**src/rtl/memory_access.sv**
```systemverilog
// Memory stage: formats stores, issues one data-bus request at a time, extends loads.
// dataE = {ctl[7:0], dst[4:0], instr[31:0], aluout[63:0], rd[63:0]}, op = ctl[4:0];
// dataM = {ctl[7:0], dst[4:0], instr[31:0], result[63:0], addr[63:0], misalign}.
module memory_access (
  input  logic         clk,
  input  logic         reset,
  input  logic         in_valid,
  output logic         in_ready,
  input  logic [172:0] dataE,
  input  logic         flush,
  output logic         out_valid,
  output logic [173:0] dataM,
  output logic         dreq_valid,
  output logic [63:0]  dreq_addr,
  output logic [2:0]   dreq_size,
  output logic [7:0]   dreq_strobe,
  output logic [63:0]  dreq_data,
  input  logic         dresp_data_ok,
  input  logic [63:0]  dresp_data
);

  localparam logic [4:0] OP_LB  = 5'd1;
  localparam logic [4:0] OP_LH  = 5'd2;
  localparam logic [4:0] OP_LW  = 5'd3;
  localparam logic [4:0] OP_LD  = 5'd4;
  localparam logic [4:0] OP_LBU = 5'd5;
  localparam logic [4:0] OP_LHU = 5'd6;
  localparam logic [4:0] OP_LWU = 5'd7;
  localparam logic [4:0] OP_SB  = 5'd8;
  localparam logic [4:0] OP_SH  = 5'd9;
  localparam logic [4:0] OP_SW  = 5'd10;
  localparam logic [4:0] OP_SD  = 5'd11;

  typedef enum logic [0:0] {IDLE, BUSY} state_t;

  state_t state, state_next;

  logic [7:0]  e_ctl;
  logic [4:0]  e_dst;
  logic [31:0] e_instr;
  logic [63:0] e_aluout;
  logic [63:0] e_rd;
  logic [4:0]  e_op;
  logic [2:0]  e_off;

  assign e_ctl    = dataE[172:165];
  assign e_dst    = dataE[164:160];
  assign e_instr  = dataE[159:128];
  assign e_aluout = dataE[127:64];
  assign e_rd     = dataE[63:0];
  assign e_op     = e_ctl[4:0];
  assign e_off    = e_aluout[2:0];

  logic       e_load;
  logic       e_store;
  logic       e_signed;
  logic [1:0] e_size;
  logic       e_misalign;

  always_comb begin
    e_load   = 1'b0;
    e_store  = 1'b0;
    e_signed = 1'b0;
    e_size   = 2'd0;
    case (e_op)
      OP_LB:   begin e_load = 1'b1;  e_signed = 1'b1; e_size = 2'd0; end
      OP_LH:   begin e_load = 1'b1;  e_signed = 1'b1; e_size = 2'd1; end
      OP_LW:   begin e_load = 1'b1;  e_signed = 1'b1; e_size = 2'd2; end
      OP_LD:   begin e_load = 1'b1;  e_size = 2'd3; end
      OP_LBU:  begin e_load = 1'b1;  e_size = 2'd0; end
      OP_LHU:  begin e_load = 1'b1;  e_size = 2'd1; end
      OP_LWU:  begin e_load = 1'b1;  e_size = 2'd2; end
      OP_SB:   begin e_store = 1'b1; e_size = 2'd0; end
      OP_SH:   begin e_store = 1'b1; e_size = 2'd1; end
      OP_SW:   begin e_store = 1'b1; e_size = 2'd2; end
      OP_SD:   begin e_store = 1'b1; e_size = 2'd3; end
      default: ;
    endcase
  end

  always_comb begin
    e_misalign = 1'b0;
    if (e_load || e_store) begin
      case (e_size)
        2'd1:    e_misalign = e_aluout[0];
        2'd2:    e_misalign = |e_aluout[1:0];
        2'd3:    e_misalign = |e_aluout[2:0];
        default: e_misalign = 1'b0;
      endcase
    end
  end

  logic [7:0]  st_base;
  logic [7:0]  st_strobe;
  logic [63:0] st_data;

  always_comb begin
    case (e_size)
      2'd0:    st_base = 8'h01;
      2'd1:    st_base = 8'h03;
      2'd2:    st_base = 8'h0F;
      default: st_base = 8'hFF;
    endcase
  end

  assign st_strobe = st_base << e_off;
  assign st_data   = e_rd << {e_off, 3'b000};

  // Fields of the in-flight instruction, kept apart from dataM so dataM stays stable while BUSY.
  logic [7:0]  hold_ctl;
  logic [4:0]  hold_dst;
  logic [31:0] hold_instr;
  logic        hold_load;
  logic        hold_signed;
  logic        killed;

  logic [63:0] ld_shift;
  logic [63:0] ld_result;

  assign ld_shift = dresp_data >> {dreq_addr[2:0], 3'b000};

  always_comb begin
    case (dreq_size[1:0])
      2'd0:    ld_result = {{56{hold_signed & ld_shift[7]}},  ld_shift[7:0]};
      2'd1:    ld_result = {{48{hold_signed & ld_shift[15]}}, ld_shift[15:0]};
      2'd2:    ld_result = {{32{hold_signed & ld_shift[31]}}, ld_shift[31:0]};
      default: ld_result = ld_shift;
    endcase
  end

  logic accept;
  logic issue;
  logic finish;

  always_ff @(posedge clk or negedge reset) begin
    if (!reset) state <= IDLE;
    else        state <= state_next;
  end

  always_comb begin
    state_next = state;
    accept     = 1'b0;
    issue      = 1'b0;
    finish     = 1'b0;
    case (state)
      IDLE: begin
        if (in_valid && !flush) begin
          accept = 1'b1;
          if ((e_load || e_store) && !e_misalign) begin
            issue      = 1'b1;
            state_next = BUSY;
          end
        end
      end
      BUSY: begin
        if (dresp_data_ok) begin
          finish     = 1'b1;
          state_next = IDLE;
        end
      end
      default: state_next = IDLE;
    endcase
  end

  assign in_ready = (state == IDLE);

  always_ff @(posedge clk or negedge reset) begin
    if (!reset) begin
      out_valid   <= 1'b0;
      dataM       <= '0;
      dreq_valid  <= 1'b0;
      dreq_addr   <= '0;
      dreq_size   <= '0;
      dreq_strobe <= '0;
      dreq_data   <= '0;
      hold_ctl    <= '0;
      hold_dst    <= '0;
      hold_instr  <= '0;
      hold_load   <= 1'b0;
      hold_signed <= 1'b0;
      killed      <= 1'b0;
    end else begin
      out_valid <= 1'b0;
      if (accept && !issue) begin
        out_valid <= 1'b1;
        dataM     <= {e_ctl, e_dst, e_instr, (e_misalign ? 64'd0 : e_aluout),
                      e_aluout, e_misalign};
      end
      if (issue) begin
        dreq_valid  <= 1'b1;
        dreq_addr   <= e_aluout;
        dreq_size   <= {1'b0, e_size};
        dreq_strobe <= e_store ? st_strobe : 8'h00;
        dreq_data   <= e_store ? st_data : 64'd0;
        hold_ctl    <= e_ctl;
        hold_dst    <= e_dst;
        hold_instr  <= e_instr;
        hold_load   <= e_load;
        hold_signed <= e_signed;
      end
      // A flush arriving with the response still kills the instruction.
      if (finish) begin
        dreq_valid <= 1'b0;
        out_valid  <= !(killed || flush);
        dataM      <= {hold_ctl, hold_dst, hold_instr, (hold_load ? ld_result : 64'd0),
                       dreq_addr, 1'b0};
        killed     <= 1'b0;
      end else if (state == BUSY && flush) begin
        killed <= 1'b1;
      end
    end
  end

endmodule

```
**config.mk**
```make
export PLATFORM = sky130hd
export DESIGN_NAME = memory_access
export DESIGN_NICKNAME = d
export VERILOG_FILES = /design/src/rtl/memory_access.sv
export SDC_FILE = /design/constraint.sdc
export NUM_CORES = 1
export LEC_CHECK = 0
export CORE_AREA = 2 2 218 220
export CTS_CLUSTER_DIAMETER = 100
export DETAILED_ROUTE_END_ITERATION = 16
export DIE_AREA = 0 0 220 222
export HOLD_SLACK_MARGIN = 0.1
export PLACE_DENSITY = 0.72
export SLEW_MARGIN = 30
export SYNTH_ARGS = -nofsm -noshare
export SYNTH_HDL_FRONTEND = slang
export SYNTH_SLANG_ARGS = --single-unit
```
**constraint.sdc**
```tcl
create_clock -name clk -period 4.2 [get_ports clk]
set_input_delay 1.26 -clock clk [delete_from_list [all_inputs] [get_ports clk]]
set_output_delay 1.26 -clock clk [all_outputs]
set_load 0.01 [all_outputs]
```
==> qor.yml, run 1 <==
cts_sinks: 363
outcome: "complete, no violations"
gp_congestion: 0.971
cp_num_buf_inv: 1
overflow: 0
grt_pass1_vias: 17800
setup_violations: 0
syn_nets: 2154
period_share_pct: 82.6
layout_commonest_cell: "clkdlybuf4s50_1"
num_rows: 79
htreeDepth: 2
fill_cells: 3937
die_y_um: 222
start_kind: "register"
dp.cells: 2931
cpPeakStageDelay_ps: 900
cts_setup_buffers: 0
drc: 0
synth-edff-count: 0
antenna_found_initial: 4
maxCapViolations: 0
final_cells: 3008
path_max_fanout: 23
clkLatencyLatePin_ps: 580
min_path_type: "register to register"
cts_tree: "done"
synthCells: 1912
finalMaxSlewViolations: 0
power_density_nw_per_um2: 499
detail_route.wl_per_cell_um: 25.0
syn_area_um2: 19300
dp_hpwl_um: 53400
numCtsBuffers: 41
routed_wl_um: 75300
fin_crit_ps: 3470
crit_chain: "clkdlybuf4s50_1"
postSynthAreaPerCell_um2: 10.1
fp.coreArea_um2: 46300
post_cts.resized_instances: 0
regArea_um2: 9090
track_usage_pct: 30.2
cts_hold_buf: 0
post_dp_cell_area_um2: 25400
slew_headroom_pct: 32.7
final_area_um2: 26900
synth_area_leaders: "dfrtp_1, mux2_2, o21ai_0"
synth_seq_area_share_pct: 47.0
grt_max_degree: 138
fin_nets: 2609
ys.flop_type: "dfrtp_1"
vias: 18000
yosysUniqueCellTypes: 62
clock_skew_ps: 15.2
multiInputGateArea_um2: 9390
critPathRequiredTime_ps: 2940
antenna_left: 0
cts-root-buf: "clkbuf_16"
finalHoldViolCount: 0
drive_gt1_share_pct: 11.8
dieArea_um2: 48800
synth.top_cell.area_share_pct: 47.0
arrival_ps: 2210
syn_to_final_growth_pct: 38.8
async_flop_share_pct: 100
io_buffers: 556
grt_pass1_wl_um: 113000
drt-initial-drc-count: 1538
dieWidth_um: 220
fmaxAchievable_ghz: 0.288
cp-end-kind: "output pin"
worstMarginPinSlew_ps: 1010
ir_worst_vdd_uv: 397
power_leakage_nw: 10.9
fin_setup_tns_ps: 0
cp_top_family: "flip-flops"
viasPerCell: 5.98
ys_ff_latch: 363
initial_utilization_pct: 41.8
first_pass_iters: 5
cpMaxStageDelayCell: "dfrtp_1"
worst-setup-path-type: "register to output pin"
yosysTopAreaCell: "dfrtp_1"
clk_pin_slew_ps: 60
ys_warn_count: 0
final_cell_mix: "clkdlybuf4s50_1, dfrtp_1, o21ai_0"
rsz0062_at_grt: "no"
ioPinCount: 558
cts_buffer_depth: 3
==> flip-flops by register name, indices dropped and copies added (netlist names), 2 cells and up <==
register / count
hold_instr: 32
hold_dst: 5
dreq_strobe: 8
hold_ctl: 8
dreq_size: 2
dreq_data: 64
dataM: 174
dreq_addr: 64
==> cell usage after synthesis, drive strengths merged (2+ instances only) <==
master	count
nand2	138
and2	12
nand3b	4
nor3	9
o32ai	9
nand3	2
clkbuf	101
nor2	173
a22oi	7
a22o	32
dfrtp	363
a211oi	64
buf	91
nor2b	19
o21a	3
inv	8
o22ai	4
o2bb2ai	18
o31ai	42
mux4	32
mux2i	70
o21ai	182
nor4	2
o211a	3
and3	11
or2	2
mux2	163
or4	2
a21o	25
a31oi	135
nand2b	13
a21oi	158
==> kinds of logic (layout without fill, tap and decap cells) <==
kind of cell,after synthesis,count (layout),share of synthesized area [%]
buf+inv,200,688,4.79
compound gates,693,693,22.5
other cells,1,2,0.0194
simple gates,390,390,8.72
flops,363,363,47.0
mux,265,265,17.0
==> layer usage <==
layer | part of all wire [%] | global-route usage [%] | vias up
met3 | 8.7 | 6.71 | 152
met4 | 4.1 | 12.6 | 6
met5 | 0.053 | 0 | -
li1 | - | - | 7947
met1 | 39 | 38.6 | 8998
met2 | 48 | 49.3 | 898
==> report_power, final <==
| group | total, mW | internal (mW) | switching, mW |
|---|---|---|---|
| clock network | 3.82 | 2.33 | 1.49 |
| logic | 4.60 | 2.42 | 2.18 |
| registers | 4.98 | 4.35 | 0.630 |
==> through the flow <==
step | setup slack, ps | util (%) | total power [mW] | hold slack, ps
floorplan | 1010 | - | 7.02 | 448
global placement | 257 | 54.9 | 9.49 | 461
detailed placement | 177 | 54.9 | 9.63 | 468
CTS | 747 | 58.0 | 13.5 | 480
global route | 616 | 58.0 | 14.0 | 496
finish | 731 | 58.0 | 13.4 | 475
==> worst paths after layout <==
check,start,endpoint,slack (ps),cells past startpoint
min in group asynchronous,reset,hold_instr[10]$_DFFE_PN0P_,680,1
max,dreq_size[1]$_DFFE_PN0P_,dreq_size[1],730,1
max reg2reg,dreq_addr[2]$_DFFE_PN0P_,dataM[108]$_DFFE_PN0P_,1250,8
min,killed$_DFFE_PN0P_,out_valid$_DFF_PN0_,480,1
max in group asynchronous,reset,dataM[53]$_DFFE_PN0P_,2470,2
min reg2reg,killed$_DFFE_PN0P_,out_valid$_DFF_PN0_,480,1
==> cell type report <==
class	instances	area share, %
Tap cell	607	2.83
Timing Repair Buffer	604	22.9
Sequential cell	363	33.9
Inverter	8	0.112
Antenna cell	1	0.00932
Multi-Input combinational cell	1349	35.0
Clock inverter	14	0.764
Clock buffer	62	4.57
Note: power is estimated with default switching activity, not from simulation.
==> run 2, diff against run 1 <==
CORE_AREA = 2 2 219 221   (was 2 2 218 220)
DIE_AREA = 0 0 221 223   (was 0 0 220 222)
PLACE_DENSITY = 0.74   (was 0.72)
clock period = 3.1 ns   (was 4.2 ns; I/O delays follow)
==> qor.yml, run 2 (same netlist as run 1, synthesis figures left out) <==
outcome: "complete, no violations"
start_kind: "primary input"
cts_sinks: 363
combPwrFrac_pct: 34.9
detail_route.wl_per_cell_um: 24.8
cts_tree: "done"
grt_max_degree: 113
cts_setup_buffers: 0
top_register: "dataM"
slew_headroom_pct: 50.5
syn_to_final_growth_pct: 43.1
setup_violations: 0
pre_cts_slack_ps: -464
p_int_mw: 12.5
post_cts.resized_instances: 0
seqPwrFrac_pct: 36.3
initial_utilization_pct: 41.0
fin_nets: 2691
period_share_pct: 96.7
critPathRequiredTime_ps: 3560
grt_pass1_wl_um: 116000
power.share.clock_pct: 28.7
power_density_nw_per_um2: 669
dieWidth_um: 221
ioPinCount: 558
drt-initial-drc-count: 1714
cts_buffer_depth: 3
holdWs_ps: 317
clkLatencyLatePin_ps: 590
r2r-start: "dreq_addr[1]$_DFFE_PN0P_"
clk_pin_slew_ps: 60
dieArea_um2: 49300
reg.largest.list: "dataM: 174 flops, dreq_addr: 64 flops, dreq_data: 64 flops"
switching_power_mw: 6.01
fin_crit_ps: 3000
worstMarginPinSlew_ps: 737
drive_gt1_share_pct: 14.6
antenna_found_initial: 3
viasPerCell: 6.01
layout_commonest_cell: "clkdlybuf4s50_1"
drc: 0
fill_cells: 3979
fin_setup_tns_ps: 0
multiInputGateArea_um2: 9400
finalHoldViolCount: 0
maxCapViolations: 0
path_max_fanout: 15
ir_worst_vdd_uv: 513
routed_wl_um: 76900
cts_hold_buf: 0
grt_pass1_vias: 18700
rsz0062_at_grt: "no"
regArea_um2: 9090
worst-setup-path-type: "primary input to register"
die_y_um: 223
antenna_left: 0
final_cell_mix: "clkdlybuf4s50_1, dfrtp_1, o21ai_0"
fmaxAchievable_ghz: 0.334
gp_congestion: 0.926
io_buffers: 556
largest_reg_flops: 174
final_cells: 3095
dp_hpwl_um: 55700
vias: 18600
overflow: 0
first_pass_iters: 6
r2r_cells: 7
finalMaxSlewViolations: 0
dp.cells: 3020
htreeDepth: 2
num_rows: 80
clock_skew_ps: 24.7
r2r_slack_ps: 410
track_usage_pct: 30.4
power_leakage_nw: 11.3
swShare_pct: 32.4
timing.final.ws_setup_ps: 102
cp-end-kind: "register"
numCtsBuffers: 42
arrival_ps: 3460
min_path_type: "primary input to async pin"
cts-root-buf: "clkbuf_16"
fp.coreArea_um2: 47100
r2r_end: "dataM[108]$_DFFE_PN0P_"
-- run 2: cell count changes in the layout (fill, tap and decap cells not counted), moves of 2 or more --
cell      delta
buf_12      +13
buf_4       +68
clkbuf_1     -4
clkinv_2     -4
clkinv_8     +2
diode_2      +2
-- run 2: per-layer routing --
| layer | share of wire (%) | track usage (%) | wire length (um) |
|---|---|---|---|
| met1 | 39 | 38.5 | 30100 |
| met2 | 49 | 51.3 | 37800 |
| met4 | 3.6 | 10.5 | 2730 |
| met5 | 0.017 | 0 | 13 |
| met3 | 8.1 | 6.77 | 6260 |
-- run 2: worst max path at each step --
| stage | from | endpoint | slack [ps] | depth (start not counted) |
|---|---|---|---|---|
| finish | dataE[168] | dreq_strobe[6]$_DFFE_PN0P_ | 100 | 10 |
| global route | dataE[165] | dreq_data[16]$_DFFE_PN0P_ | 20 | 9 |
| CTS | dataE[168] | dreq_strobe[6]$_DFFE_PN0P_ | 140 | 10 |
| detailed placement | dataE[165] | dreq_addr[25]$_DFFE_PN0P_ | -460 | 9 |
| global placement | dataE[165] | dreq_data[24]$_DFFE_PN0P_ | -410 | 9 |
| floorplan | dataE[165] | dreq_addr[57]$_DFFE_PN0P_ | 240 | 8 |
-- run 2: through the flow --
stage | instance area (um2) | util (%) | power (mW)
after floorplan | 19300 | - | 9.51
after detailed placement | 26200 | 55.6 | 13.2
after global routing | 27700 | 58.7 | 19.3
after global placement | 26200 | 55.6 | 13.1
after CTS | 27700 | 58.7 | 18.6
final | 27700 | 58.7 | 18.5
-- run 2: area by class of cell --
cell class,instances,share of cell area [%]
tap,615,2.78
clock buffer,57,4.29
timing repair buffer,685,25.0
sequential,363,32.8
antenna,3,0.0271
multi-input combinational,1349,33.9
inverter,8,0.108
clock inverter,15,1.04
-- run 2: critical path: stages --
cell             delay, ps
clkdlybuf4s50_1        450
buf_4                  180
buf_4                  150
a21oi_1                200
nand3_1                100
a211oi_1               490
nor2_4                 120
buf_12                 190
or4_1                  510
o211a_1                120
-- run 2: power groups by stage --
stage	logic (mW)	clock network (mW)	registers, mW
after detailed placement	6.45	0	6.79
after global routing	6.88	5.59	6.86
after CTS	6.48	5.41	6.72
after global placement	6.34	0	6.73
after floorplan	2.49	0	7.01
final	6.47	5.32	6.73
